$ cat src/rtl/bsg_counter_underflow_set_en.sv
// bsg_counter_underflow_set_en
//
// Loadable down-counter. It counts a programmed interval down to zero under
// an enable, flags zero combinationally and emits a registered expire pulse.
// After that it either reloads the programmed value (periodic mode) or stops
// (one-shot mode). Typical uses are interval timers, watchdogs and
// credit/timeout sequencing.
//
// Optional feature macro: BSG_COUNTER_UNDERFLOW_SET_EN_STICKY_EN
//   When it is defined, the block adds a sticky expired flag (expired_o).
//   The flag is cleared by clear_i.
//
// Ports
//   clk_i      in   clock, all state changes on its rising edge
//   reset_i    in   synchronous active-high reset
//   set_i      in   load val_i into count and reload registers and arm the counter
//   val_i      in   load value (width_p bits)
//   en_i       in   advance enable, ignored while set_i is high
//   oneshot_i  in   1 = stop at zero, 0 = reload at zero (sampled at zero-advance)
//   count_o    out  current count (registered)
//   zero_o     out  combinational count_o == 0
//   running_o  out  armed flag (registered)
//   expire_o   out  single-cycle expire pulse (registered)
//   clear_i    in   clears expired_o (macro only)
//   expired_o  out  sticky expire flag (macro only)

module bsg_counter_underflow_set_en #(
   parameter int unsigned width_p = 24
) (
   input  logic               clk_i,
   input  logic               reset_i,
   input  logic               set_i,
   input  logic [width_p-1:0] val_i,
   input  logic               en_i,
   input  logic               oneshot_i,
`ifdef BSG_COUNTER_UNDERFLOW_SET_EN_STICKY_EN
   input  logic               clear_i,
   output logic               expired_o,
`endif
   output logic [width_p-1:0] count_o,
   output logic               zero_o,
   output logic               running_o,
   output logic               expire_o
);

   localparam int unsigned cnt_w_lp = width_p;

   typedef enum logic [0:0] {
      STOPPED = 1'b0,
      ARMED   = 1'b1
   } state_e;

   state_e              state_r, state_n;
   logic [cnt_w_lp-1:0] count_r, count_n;
   logic [cnt_w_lp-1:0] reload_r, reload_n;
   logic                expire_r, expire_n;
   logic                zero_adv;

`ifdef BSG_COUNTER_UNDERFLOW_SET_EN_STICKY_EN
   logic                expired_r, expired_n;
`endif

   // Next-state and datapath: set beats advance, and the zero case never wraps
   always_comb begin
      state_n  = state_r;
      count_n  = count_r;
      reload_n = reload_r;
      expire_n = 1'b0;
      zero_adv = 1'b0;

      if (set_i) begin
         count_n  = val_i;
         reload_n = val_i;
         state_n  = ARMED;
      end else if (en_i && (state_r == ARMED)) begin
         if (count_r != '0) begin
            count_n = count_r - cnt_w_lp'(1);
         end else begin
            zero_adv = 1'b1;
            expire_n = 1'b1;
            if (oneshot_i) begin
               state_n = STOPPED;
            end else begin
               count_n = reload_r;
            end
         end
      end
   end

`ifdef BSG_COUNTER_UNDERFLOW_SET_EN_STICKY_EN
   // Sticky flag: an expire event in the same cycle as clear_i leaves it set
   always_comb begin
      expired_n = expired_r;
      if (zero_adv) begin
         expired_n = 1'b1;
      end else if (clear_i) begin
         expired_n = 1'b0;
      end
   end
`endif

   // State registers
   always_ff @(posedge clk_i) begin
      if (reset_i) begin
         state_r  <= STOPPED;
         count_r  <= '0;
         reload_r <= '0;
         expire_r <= 1'b0;
      end else begin
         state_r  <= state_n;
         count_r  <= count_n;
         reload_r <= reload_n;
         expire_r <= expire_n;
      end
   end

`ifdef BSG_COUNTER_UNDERFLOW_SET_EN_STICKY_EN
   always_ff @(posedge clk_i) begin
      if (reset_i) begin
         expired_r <= 1'b0;
      end else begin
         expired_r <= expired_n;
      end
   end

   assign expired_o = expired_r;
`endif

   assign count_o   = count_r;
   assign zero_o    = (count_r == '0);
   assign running_o = (state_r == ARMED);
   assign expire_o  = expire_r;

endmodule

$ cat config.mk
export PLATFORM = sky130hd
export DESIGN_NAME = bsg_counter_underflow_set_en
export DESIGN_NICKNAME = d
export VERILOG_FILES = /design/src/rtl/bsg_counter_underflow_set_en.sv
export SDC_FILE = /design/constraint.sdc
export NUM_CORES = 1
export LEC_CHECK = 0
export ABC_AREA = 1
export CAP_MARGIN = 20
export CELL_PAD_IN_SITES_DETAIL_PLACEMENT = 2
export CELL_PAD_IN_SITES_GLOBAL_PLACEMENT = 2
export CORE_UTILIZATION = 28
export DETAILED_ROUTE_END_ITERATION = 16
export HOLD_SLACK_MARGIN = 0.06
export PLACE_DENSITY = 0.76
export SYNTH_ARGS = -nofsm -noshare
export SYNTH_HDL_FRONTEND = slang
export SYNTH_SLANG_ARGS = --single-unit
$ cat constraint.sdc
create_clock -name clk_i -period 2.1 [get_ports clk_i]
set_clock_uncertainty 0.05 [all_clocks]
set_input_delay 0.42 -clock clk_i [delete_from_list [all_inputs] [get_ports clk_i]]
set_output_delay 0.42 -clock clk_i [all_outputs]
set_load 0.01 [all_outputs]
---- Word level (Yosys, flattened, before mapping) ----
Index checks and enable logic that the tools add are counted.
word-level totals
  memories ................................ 0
  ROM bits ................................ 0
  logic and storage cells ................. 25
  flip-flop bits (word level) ............. 50
  output and inout port bits .............. 27
  latch bits .............................. 0
  bits in writable memories ............... 0
operators by class
  div/mod/pow operators ................... 0
  reductions and logical operators ........ 8
  eq/ne operators ......................... 2
  bitwise logic cells ..................... 1
  shifts and indexed selects .............. 0
  order comparisons ....................... 0
  $add $sub $neg .......................... 1
  multiplexer cells ....................... 9
  multiply operators ...................... 0
operators with widths
  kind                                                                     number
  24-bit 2-to-1 mux                                                        4
  24-bit logical NOT                                                       1
  24-bit nonzero test                                                      1
  24-bit by 1-bit subtractor with 24-bit output, second input constant     1
  1-bit 2-to-1 mux                                                         5
  2-bit nonzero test                                                       2
  3-bit by 2-bit inequality test with 1-bit output, second input constant  1
  3-bit AND reduction                                                      1
  3-bit OR reduction                                                       1
  2-bit inequality test, second input constant                             1
  2-bit AND reduction                                                      1
  1-bit logical AND                                                        1
  1-bit inverter                                                           1

---- Longest topological paths before layout ----
Gate-level depths: netlist of run 1.
  depth in word-level cells ............... 4
  mapped depth ............................ 13

---- Least setup slack after synthesis of run 1 ----
Ideal clock, no wire load.
  kind .................................... reg-to-reg
  from .................................... register count_r[0] (netlist: count_o[0])
  to ...................................... register count_r[11] (netlist: count_o[11])
  arrival ................................. 1.456 ns
  required time ........................... 1.918 ns
  slack ................................... 0.462 ns
  buffers on the path ..................... 1
  cell stages (with the launch flop) ...... 13
  library setup time ...................... 0.132 ns
  path through ............................ dfxtp_1 inv_1 ha_1 inv_1 nor2_1 nand2_1 nor2_2 nand3_4 buf_6 nor2_1 nor2_1 nand3_1 a21oi_1
on the way
  longest elaborated chain between the ends .. 4
  elaborated cells between the ends (all ways) .. 7
  classes of those cells .................. add/sub: 1; eq/ne: 1; mux: 3; reduce/logical: 2
RTL lines
  what                                                                                         RTL line  RTL
  start: declaration                                                                           54        logic [cnt_w_lp-1:0] count_r, count_n;
  start signal: assignment                                                                     111       count_r <= count_n;
  24-bit by 1-bit subtractor with 24-bit output / 24-bit nonzero test (equally long branches)  77, 76
  24-bit 2-to-1 mux                                                                            76        if (count_r != '0) begin
  24-bit 2-to-1 mux                                                                            75        end else if (en_i && (state_r == ARMED)) begin
  24-bit 2-to-1 mux                                                                            71        if (set_i) begin
Parallel ways exist; a longest one is shown, timed or not. The select of a mux whose other input is x is not followed.
A chain may end at the register's enable or synchronous reset.

---- Worst setup path in the final report of run 1 ----
  from .................................... register count_r[1] (netlist: count_o[1])
  to ...................................... output zero_o
on the way
  longest elaborated chain between the ends .. 1
RTL lines
  what                RTL line  RTL
  24-bit logical NOT  130       assign zero_o = (count_r == '0);
  end: declaration    41        output logic zero_o,
No other way between the ends.

==> key figures, run 1 <==
Detailed routing
  • 1st-iter DRT viols: 95
  • DR WL/cell: 18.3 um
  • Post-DRT Antenna Nets: 0
  • DRC Markers: 0
  • Routed via count: 3,452
  • Pre-antenna DRT Iters: 4
  • Final WL: 12,500 um
  • Via density: 5.06

Setup path
  • Required @ worst endpoint: 1.63 ns
  • Startpoint Class: flop
  • Critical path peak fanout: 2
  • Crit end category: primary output
  • Reg2reg setup slack: 0.14 ns
  • WS Path Type: flop to primary output
  • Arr. time, crit path: 1.56 ns

Die
  • Row Count: 37
  • Die width: 105 um
  • I/O Pins: 56
  • Die H: 105 um
  • Die area: 11,000 um^2
  • Core footprint: 10,300 um^2
  • Initial cell density of the core: 0.288

Global route
  • Initial antenna violation count: 0
  • Largest net degree at the start of global routing: 43
  • Total grt overflow: 0
  • Number of global-route vias before repair: 3,766
  • Global-route wire length before repair: 19,600 um
  • GRT Overall Usage: 0.227

STA
  • FMAX: 493 MHz
  • Min Tclk post-route: 2.03 ns
  • Final Setup Violations: 0
  • Hold Violations, Final: 0
  • Slew margin rel.: 0.669
  • Tcrit/Tclk final: 0.965
  • Hold_ws: 0.423 ns
  • Slew Viols, Final: 0
  • Worst Tran Pin Value: 0.496 ns
  • Final worst-path setup slack: 0.0736 ns

Clocking
  • CTS Buf Count: 5
  • Clock Latency Late Sink: 0.31 ns
  • Clock Root Buffer: clkbuf_8
  • TritonCTS Sinks: 50
  • CTS tree: built
  • Hold buffers post-CTS: 0
  • Clock slew at reported path FFs: 0.11 ns
  • CTS H-tree lvls: 2
  • Max Buffers Root-to-Sink: 2

Placement
  • Placed Area: 3940 um^2
  • HPWL after DPL: 9200 um
  • GP Congestion: 0.848
  • DP Worst Slack: -0.0246 ns
  • Port Buf Inserts: 55

Cells and area
  • Syn-to-layout area delta: 38.0%
  • Util after Layout: 0.397
  • # nets final: 576
  • Antenna Cells: 0
  • Post-route cell area: 4100 um^2
  • Share of layout cells above drive strength 1: 0.179

Job
  • Max Cap Viol: 0

Logic synthesis
  • Yosys top cell area share: 0.337
  • Most used flip-flop cell after synthesis: dfxtp_1
  • Register area share after synthesis: 0.337
  • Area contributors post-synth: dfxtp_1 34%, nand2_1 15%, nor2_1 7.8%
  • Mapped Nets: 483
  • Cell variety after synth: 36
  • Post-synth ARST share: 0
  • Ys Warns: 0
  • Largest area contributor in the synthesized netlist: dfxtp_1
  • Mapped cell area: 2970 um^2
  • Syn Inst Count: 452
  • Number of synthesized flops with an enable pin: 0
  • Avg Inst Size Synth: 6.57 um^2
  • Post-synthesis register bit count: 50

Power and ir drop
  • Maximum VDD drop: 342 uV
  • Pleak: 1.83 nW
  • Tot Pwr: 0.00271 W
  • P per Cell Area: 661 nW/um^2

Min path
  • HP Class: flop to flop

Status
  • Status: completed
[cell usage in the layout, fill, tap and decap left out, types with 2 or more instances in the layout]
cell type,count
buf_12,2
xnor2_1,2
nor2_2,14
buf_4,46
nor2_1,59
inv_1,30
xor2_1,4
inv_2,3
clkbuf_8,5
o22ai_1,5
a21boi_0,2
nand3_1,38
dfxtp_1,48
nand2_2,5
nand3_2,5
a21oi_1,40
clkdlybuf4s50_1,53
nand3b_1,6
dfxtp_2,2
clkinv_2,2
o211ai_2,2
nand4_1,3
o21ai_0,22
nor3_1,3
a21boi_1,6
o21ai_1,6
nor2_4,2
nand2_1,117
[cells in the mapped netlist, drive strengths merged (2+ instances only)]
cell and instances:
a21boi 8, buf 11, ha 2, nand2 123, dfxtp 50, nand3 44
xnor2 2, o21ai 28, inv 34, nor2 76, a21oi 41, clkbuf 6
nand4 4, nor3 3, o211ai 3, nand3b 6, xor2 4, o22ai 5
[kinds of logic (layout without fill, tap and decap cells)]
kind of cell | count (synthesis) | after routing | synth area share
flip-flops | 50 | 50 | 0.337
AO/OA/AOI/OAI | 85 | 85 | 0.159
AND/OR/NAND/NOR | 257 | 257 | 0.393
XOR/XNOR | 6 | 6 | 0.0177
buffers and inverters | 52 | 146 | 0.0846
adder cells (fa/ha/maj) | 2 | 2 | 0.00842
[what timing repair did]
action | CTS | global route
gates cloned | 0 | 0
pin swaps | 0 | 4
gates resized for setup | 8 | 10
endpoints found under the setup margin | 5 | 20
buffers inserted | 0 | 2
[power breakdown]
part / total [W] / switching, W / internal, W
registers: 0.00106 / 0.0000433 / 0.00101
logic: 0.000936 / 0.000548 / 0.000388
clock network: 0.000716 / 0.000364 / 0.000352
[registers in the layout (all words and copies together), names as in the netlist]
| register | count |
|---|---|
| reload_r | 24 |
| expire_o | 1 |
| running_o | 1 |
| count_o | 24 |
[worst paths after layout]
check / end / cells past startpoint / from
setup / recovery: zero_o / 9 / count_o[1]$_SDFFE_PP0P_
hold / removal: reload_r[17]$_SDFFE_PP0P_ / 2 / reload_r[17]$_SDFFE_PP0P_
setup reg to reg: count_o[6]$_SDFFE_PP0P_ / 11 / count_o[5]$_SDFFE_PP0P_
hold reg to reg: reload_r[17]$_SDFFE_PP0P_ / 2 / reload_r[17]$_SDFFE_PP0P_
[routing by layer]
layer	track usage	share of wire	vias up
met3	0.0243	0.023	15
met4	0.0513	0.013	0
met2	0.412	0.51	58
met5	0	0	-
li1	-	-	1653
met1	0.287	0.45	1726
[per-stage QoR]
stage               setup TNS [ns]  cells
floorplan                        0    452
global placement                 0    672
detailed placement         -0.0541    672
CTS                              0    680
global route                -0.125    682
finish                           0    682
[area by class of cell]
| type | count | area (um^2) |
|---|---|---|
| Clock buffer | 5 | 68.8 |
| Clock inverter | 3 | 40.0 |
| Timing Repair Buffer | 103 | 932 |
| Sequential cell | 50 | 1000 |
| Inverter | 35 | 134 |
| Multi-Input combinational cell | 350 | 1750 |
| Fill cell | 1259 | 6220 |
| Tap cell | 136 | 170 |
[critical path, cell delays in order, from the launching register on]
cell and delay [ns]:
dfxtp_2 0.34, inv_2 0.07, ha_4 0.13, inv_1 0.05
nor2_1 0.11, inv_1 0.06, nor2_2 0.16, inv_2 0.06
nor2_4 0.13, buf_6 0.11
Note: power is estimated with default switching activity, not from simulation.
==> inputs of run 2 (changes only) <==
--- a/config.mk
+++ b/config.mk
@@ -9,10 +9,10 @@
 export CAP_MARGIN = 20
 export CELL_PAD_IN_SITES_DETAIL_PLACEMENT = 2
 export CELL_PAD_IN_SITES_GLOBAL_PLACEMENT = 2
-export CORE_UTILIZATION = 28
+export CORE_UTILIZATION = 25
 export DETAILED_ROUTE_END_ITERATION = 16
 export HOLD_SLACK_MARGIN = 0.06
-export PLACE_DENSITY = 0.76
+export PLACE_DENSITY = 0.71
 export SYNTH_ARGS = -nofsm -noshare
 export SYNTH_HDL_FRONTEND = slang
 export SYNTH_SLANG_ARGS = --single-unit
==> constraint.sdc (replaced) <==
create_clock -name clk_i -period 1.7 [get_ports clk_i]
set_clock_uncertainty 0.05 [all_clocks]
set_input_delay 0.34 -clock clk_i [delete_from_list [all_inputs] [get_ports clk_i]]
set_output_delay 0.34 -clock clk_i [all_outputs]
set_load 0.01 [all_outputs]
==> key figures, run 2 (same netlist as run 1, synthesis figures left out) <==
STA
  • Worst Tran Pin Value: 0.506 ns (was 0.496 ns)
  • RSZ-0062 raised after global routing: yes
  • Final Setup Violations: 27 (was 0)
  • Slew Viols, Final: 0 (unchanged)
  • Slew margin rel.: 0.663 (was 0.669)
  • FMAX: 499 MHz
  • Tcrit/Tclk final: 1.18
  • Hold Violations, Final: 0 (unchanged)
  • Min Tclk post-route: 2.00 ns
  • Final worst-path setup slack: -0.304 ns (was 0.0736 ns)

Clocking
  • CTS Buf Count: 5 (unchanged)
  • TritonCTS Sinks: 50 (unchanged)
  • CTS H-tree lvls: 2 (unchanged)
  • Clock slew at reported path FFs: 0.07 ns (was 0.11 ns)
  • CTS tree: built (unchanged)
  • Max Buffers Root-to-Sink: 2 (unchanged)
  • Clock Root Buffer: clkbuf_16 (was clkbuf_8)
  • Clock Latency Late Sink: 0.31 ns (about the same)

Cells and area
  • Most frequent cells in the layout: 109 x nand2_1, 78 x buf_4, 42 x nor2_1 (was 117 x nand2_1, 59 x nor2_1, 53 x clkdlybuf4s50_1)
  • Commonest non-fill, non-tap cell in the layout: nand2_1 (unchanged)
  • Util after Layout: 0.414 (was 0.397)
  • Antenna Cells: 0 (unchanged)
  • Syn-to-layout area delta: 60.5% (was 38.0%)
  • # nets final: 620 (was 576)
  • Share of layout cells above drive strength 1: 0.334 (was 0.179)

Global route
  • GRT Overall Usage: 0.230 (was 0.227)
  • Largest net degree at the start of global routing: 43 (unchanged)
  • Total grt overflow: 0 (unchanged)
  • Initial antenna violation count: 0 (unchanged)
  • Number of global-route vias before repair: 4,041 (was 3,766)
  • Global-route wire length before repair: 21,600 um (was 19,600 um)

Die
  • Row Count: 39 (was 37)
  • Die area: 12,300 um^2 (was 11,000 um^2)
  • Die H: 111 um (was 105 um)
  • Die width: 111 um (was 105 um)
  • Core footprint: 11,500 um^2 (was 10,300 um^2)
  • I/O Pins: 56 (unchanged)
  • Initial cell density of the core: 0.258 (was 0.288)

Setup path
  • Crit end category: primary output (unchanged)
  • Required @ worst endpoint: 1.31 ns (was 1.63 ns)
  • Largest delay share family, worst path: buffers and inverters (was simple AND/OR/NAND/NOR gates)
  • Critical-path cell list: inv_2 -> ha_4 -> inv_4 -> nor2_2 -> inv_1 -> nor2_2 -> inv_1 -> nor2_4 -> buf_6 (was inv_2 -> ha_4 -> inv_1 -> nor2_1 -> inv_1 -> nor2_2 -> inv_2 -> nor2_4 -> buf_6)
  • CP max-delay cell: dfxtp_2 (unchanged)
  • Largest stage delay on the critical path: 0.33 ns (was 0.34 ns)
  • Arr. time, crit path: 1.61 ns (was 1.56 ns)
  • Startpoint Class: flop (unchanged)
  • WS Path Type: flop to primary output (unchanged)
  • Critical path peak fanout: 2 (unchanged)
  • CP Buf/Inv Count: 5 (unchanged)

Detailed routing
  • Via density: 5.00 (was 5.06)
  • Post-DRT Antenna Nets: 0 (unchanged)
  • Routed via count: 3,662 (was 3,452)
  • DR WL/cell: 19.6 um (was 18.3 um)
  • 1st-iter DRT viols: 142 (was 95)
  • Final WL: 14,400 um (was 12,500 um)
  • DRC Markers: 6 (was 0)
  • Pre-antenna DRT Iters: 10 (was 4)

Placement
  • GP Congestion: 0.842 (was 0.848)
  • Port Buf Inserts: 55 (unchanged)
  • DP Worst Slack: -0.320 ns (was -0.0246 ns)
  • HPWL after DPL: 9860 um (was 9200 um)

Power and ir drop
  • Pleak: 2.20 nW (was 1.83 nW)
  • Sw Pwr: 0.00136 W (was 0.000956 W)
  • Switching share of power: 0.361 (was 0.353)
  • Maximum VDD drop: 351 uV (was 342 uV)
  • P per Cell Area: 790 nW/um^2 (was 661 nW/um^2)
  • Clock share of power: 0.271 (was 0.264)
  • Tot Pwr: 0.00377 W (was 0.00271 W)
  • Internal: 0.00241 W (was 0.00175 W)
  • Seq pwr share: 0.350 (was 0.390)
  • Logic pwr share: 0.379 (was 0.346)

Status
  • Status: finished, violations left (was completed)
  • Failing checks: DRC, setup timing

Job
  • Max Cap Viol: 0 (unchanged)

Min path
  • HP Class: flop to flop (unchanged)
run 2: worst paths after layout:
| check | slack (ns) | from | cells past startpoint | endpoint |
|---|---|---|---|---|
| worst max-delay path | -0.30 | count_o[0]$_SDFFE_PP0P_ | 9 | zero_o |
| worst min-delay path | 0.42 | reload_r[2]$_SDFFE_PP0P_ | 2 | reload_r[2]$_SDFFE_PP0P_ |
| worst min register to register | 0.42 | reload_r[2]$_SDFFE_PP0P_ | 2 | reload_r[2]$_SDFFE_PP0P_ |
| worst max register to register | -0.25 | count_o[0]$_SDFFE_PP0P_ | 14 | count_o[6]$_SDFFE_PP0P_ |
run 2: metrics by stage:
| stage | instances | cell area (um^2) | TNS [ns] | hold WS (ns) |
|---|---|---|---|---|
| after detailed placement | 713 | 4200 | -5.87 | 0.410 |
| final | 732 | 4770 | -4.41 | 0.419 |
| after global placement | 713 | 4200 | -3.37 | 0.401 |
| after global routing | 732 | 4770 | -6.82 | 0.445 |
| after CTS | 726 | 4580 | -3.57 | 0.422 |
| after floorplan | 452 | 2970 | 0 | 0.388 |
run 2: what timing repair did:
action,4_1_cts,5_1_grt
pin swaps,20,24
hold buffers,0,0
gates cloned,1,0
setup endpoints to repair,50,30
resized for setup,92,46
setup buffers,5,8
run 2: worst reg2reg max path, stage by stage, from the launching register on:
cell     delay, ns
dfxtp_2       0.33
inv_2         0.09
ha_4          0.16
inv_4         0.04
buf_6         0.11
nor2_4        0.08
nand2_2       0.06
nor2_4        0.13
nand3_4       0.20
buf_12        0.22
nand3_2       0.07
nand2_2       0.06
o21ai_2       0.14
nand2_1       0.10
nand2_1       0.07
run 2: routing by layer:
| layer | global-route usage | vias up | share of wire |
|---|---|---|---|
| li1 | - | 1749 | - |
| met3 | 0.0317 | 18 | 0.032 |
| met4 | 0.0919 | 0 | 0.021 |
| met1 | 0.277 | 1836 | 0.44 |
| met2 | 0.411 | 59 | 0.51 |
| met5 | 0 | - | 0 |
run 2: power by group through the flow:
stage | combinational, W | clock, W | sequential, W
2_1_floorplan | 0.000559 | 0 | 0.00137
3_3_place_gp | 0.00118 | 0 | 0.00132
3_5_place_dp | 0.00123 | 0 | 0.00133
4_1_cts | 0.00131 | 0.00103 | 0.00131
5_1_grt | 0.00154 | 0.00108 | 0.00132
6_report | 0.00143 | 0.00102 | 0.00132
run 2: layout make-up:
| class | count | area, um^2 |
|---|---|---|
| Timing Repair Buffer | 147 | 1300 |
| Fill cell | 1331 | 6750 |
| Multi-Input combinational cell | 350 | 2010 |
| Clock buffer | 7 | 133 |
| Inverter | 35 | 139 |
| Sequential cell | 50 | 1010 |
| Tap cell | 143 | 179 |
==> inputs of run 3 (changes only) <==
--- a/config.mk
+++ b/config.mk
@@ -12,7 +12,8 @@
 export CORE_UTILIZATION = 25
 export DETAILED_ROUTE_END_ITERATION = 16
 export HOLD_SLACK_MARGIN = 0.06
-export PLACE_DENSITY = 0.71
+export PLACE_DENSITY_LB_ADDON = 0.1
+export REMOVE_ABC_BUFFERS = 1
 export SYNTH_ARGS = -nofsm -noshare
 export SYNTH_HDL_FRONTEND = slang
 export SYNTH_SLANG_ARGS = --single-unit
==> key figures, run 3 (same netlist as run 1, synthesis figures left out) <==
Status
  • Status: finished, violations left (unchanged)
  • Failing checks: DRC, setup timing (unchanged)

Detailed routing
  • Via density: 5.06 (was 5.00)
  • DR WL/cell: 21.0 um (was 19.6 um)
  • DRC Markers: 6 (unchanged)
  • 1st-iter DRT viols: 135 (was 142)
  • Routed via count: 3,766 (was 3,662)
  • Post-DRT Antenna Nets: 0 (unchanged)
  • Final WL: 15,600 um (was 14,400 um)
  • Pre-antenna DRT Iters: 10 (unchanged)

STA
  • Slew Viols, Final: 0 (unchanged)
  • Worst Tran Pin Value: 0.464 ns (was 0.506 ns)
  • Hold Violations, Final: 0 (unchanged)
  • Min Tclk post-route: 1.86 ns (was 2.00 ns)
  • Hold_ws: 0.420 ns (was 0.419 ns)
  • RSZ-0062 raised after global routing: yes (unchanged)
  • Final Setup Violations: 25 (was 27)
  • Tcrit/Tclk final: 1.10 (was 1.18)
  • FMAX: 537 MHz (was 499 MHz)
  • Slew margin rel.: 0.691 (was 0.663)
  • Final worst-path setup slack: -0.163 ns (was -0.304 ns)

Global route
  • Largest net degree at the start of global routing: 34 (was 43)
  • GRT Overall Usage: 0.228 (was 0.230)
  • Total grt overflow: 0 (unchanged)
  • M2 GR Usage: 0.417 (was 0.411)
  • Number of global-route vias before repair: 3,944 (was 4,041)
  • Initial antenna violation count: 0 (unchanged)
  • Global-route wire length before repair: 21,600 um (about the same)
  • Grt peak-use layer: met2 (unchanged)
  • Grt met1 use: 0.272 (was 0.277)
  • Met3 usage: 0.0334 (was 0.0317)

Setup path
  • Arr. time, crit path: 2.05 ns (was 1.61 ns)
  • WS Path Type: flop to flop (was flop to primary output)
  • Startpoint Class: flop (unchanged)
  • Required @ worst endpoint: 1.89 ns (was 1.31 ns)
  • Critical path peak fanout: 4 (was 2)
  • Crit end category: flop (was primary output)

Die
  • Core footprint: 11,500 um^2 (unchanged)
  • Row Count: 39 (unchanged)
  • Initial cell density of the core: 0.258 (unchanged)
  • I/O Pins: 56 (unchanged)
  • Die area: 12,300 um^2 (unchanged)
  • Die width: 111 um (unchanged)
  • Die H: 111 um (unchanged)

Power and ir drop
  • Pleak: 2.36 nW (was 2.20 nW)
  • P per Cell Area: 775 nW/um^2 (was 790 nW/um^2)
  • Maximum VDD drop: 416 uV (was 351 uV)

Clocking
  • Clock slew at reported path FFs: 0.07 ns (about the same)
  • CTS Buf Count: 5 (unchanged)
  • Clock Latency Late Sink: 0.31 ns (about the same)
  • CTS H-tree lvls: 2 (unchanged)
  • Clock Root Buffer: clkbuf_16 (unchanged)
  • CTS tree: built (unchanged)
  • TritonCTS Sinks: 50 (unchanged)
  • Max Buffers Root-to-Sink: 2 (unchanged)

Cells and area
  • Commonest non-fill, non-tap cell in the layout: nand2_1 (unchanged)
  • Most frequent cells in the layout: 102 x nand2_1, 78 x buf_4, 39 x dfxtp_1 (was 109 x nand2_1, 78 x buf_4, 42 x nor2_1)
  • Share of layout cells above drive strength 1: 0.394 (was 0.334)
  • Post-route cell area: 5180 um^2 (was 4770 um^2)
  • Syn-to-layout area delta: 74.2% (was 60.5%)
  • # nets final: 632 (was 620)
  • Antenna Cells: 0 (unchanged)

Job
  • Max Cap Viol: 0 (unchanged)

Placement
  • Placed Area: 4220 um^2 (was 4200 um^2)
  • HPWL after DPL: 9580 um (was 9860 um)
  • DP Worst Slack: -0.294 ns (was -0.320 ns)
  • Port Buf Inserts: 55 (unchanged)
  • GP Congestion: 0.887 (was 0.842)

Min path
  • HP Class: flop to flop (unchanged)
-- run 3: path summary, 6_finish.rpt --
kind                                                from                        to  slack [ns]  cells after the start
worst max-delay path             count_o[0]$_SDFFE_PP0P_  count_o[20]$_SDFFE_PP0P_       -0.16                     13
worst min-delay path            reload_r[7]$_SDFFE_PP0P_  reload_r[7]$_SDFFE_PP0P_        0.42                      2
worst max register to register   count_o[0]$_SDFFE_PP0P_  count_o[20]$_SDFFE_PP0P_       -0.16                     13
worst min register to register  reload_r[7]$_SDFFE_PP0P_  reload_r[7]$_SDFFE_PP0P_        0.42                      2
-- run 3: per-stage QoR --
stage                     setup TNS, ns  cells  total power [W]   util
after CTS                        -0.887    727          0.00376  0.408
after detailed placement          -4.23    714          0.00255  0.367
after floorplan                 -0.0198    435          0.00188      -
after global placement            -2.95    714          0.00252  0.367
after global routing              -3.76    744          0.00419  0.450
final                             -1.75    744          0.00401  0.450
-- run 3: critical path, cell delays in order (launching register included) --
cell and delay, ns:
dfxtp_2 0.34, inv_4 0.07, buf_4 0.10, buf_6 0.11
ha_4 0.17, nand2_4 0.09, nor2_4 0.16, buf_6 0.12
nand2_2 0.07, nor2_2 0.13, nand2_1 0.10, nand3_2 0.08
nand2_2 0.06, a21oi_2 0.13
-- run 3: what timing repair did --
action,CTS,global route
pin swaps,28,40
hold buffers,0,0
resized for setup,120,89
gates cloned,1,2
setup buffers,5,15
endpoints found under the setup margin,49,28
-- run 3: cell type report --
| class | count | area, um^2 |
|---|---|---|
| timing repair buffer | 158 | 1490 |
| sequential | 50 | 1010 |
| fill | 1319 | 6340 |
| inverter | 35 | 151 |
| multi-input combinational | 351 | 2210 |
| clock buffer | 7 | 133 |
| tap | 143 | 179 |
-- run 3: power breakdown --
part           leakage (nW)  internal [W]  total [W]  switching, W
Clock                0.0640      0.000542    0.00103      0.000488
Combinational          1.88      0.000740    0.00166      0.000919
Sequential            0.417       0.00126    0.00133     0.0000682
-- run 3: per-layer routing --
metal  share of wire  wire (um)
met1            0.41       6430
met2            0.53       8340
met3           0.028        435
met4           0.026        402
met5               0          0
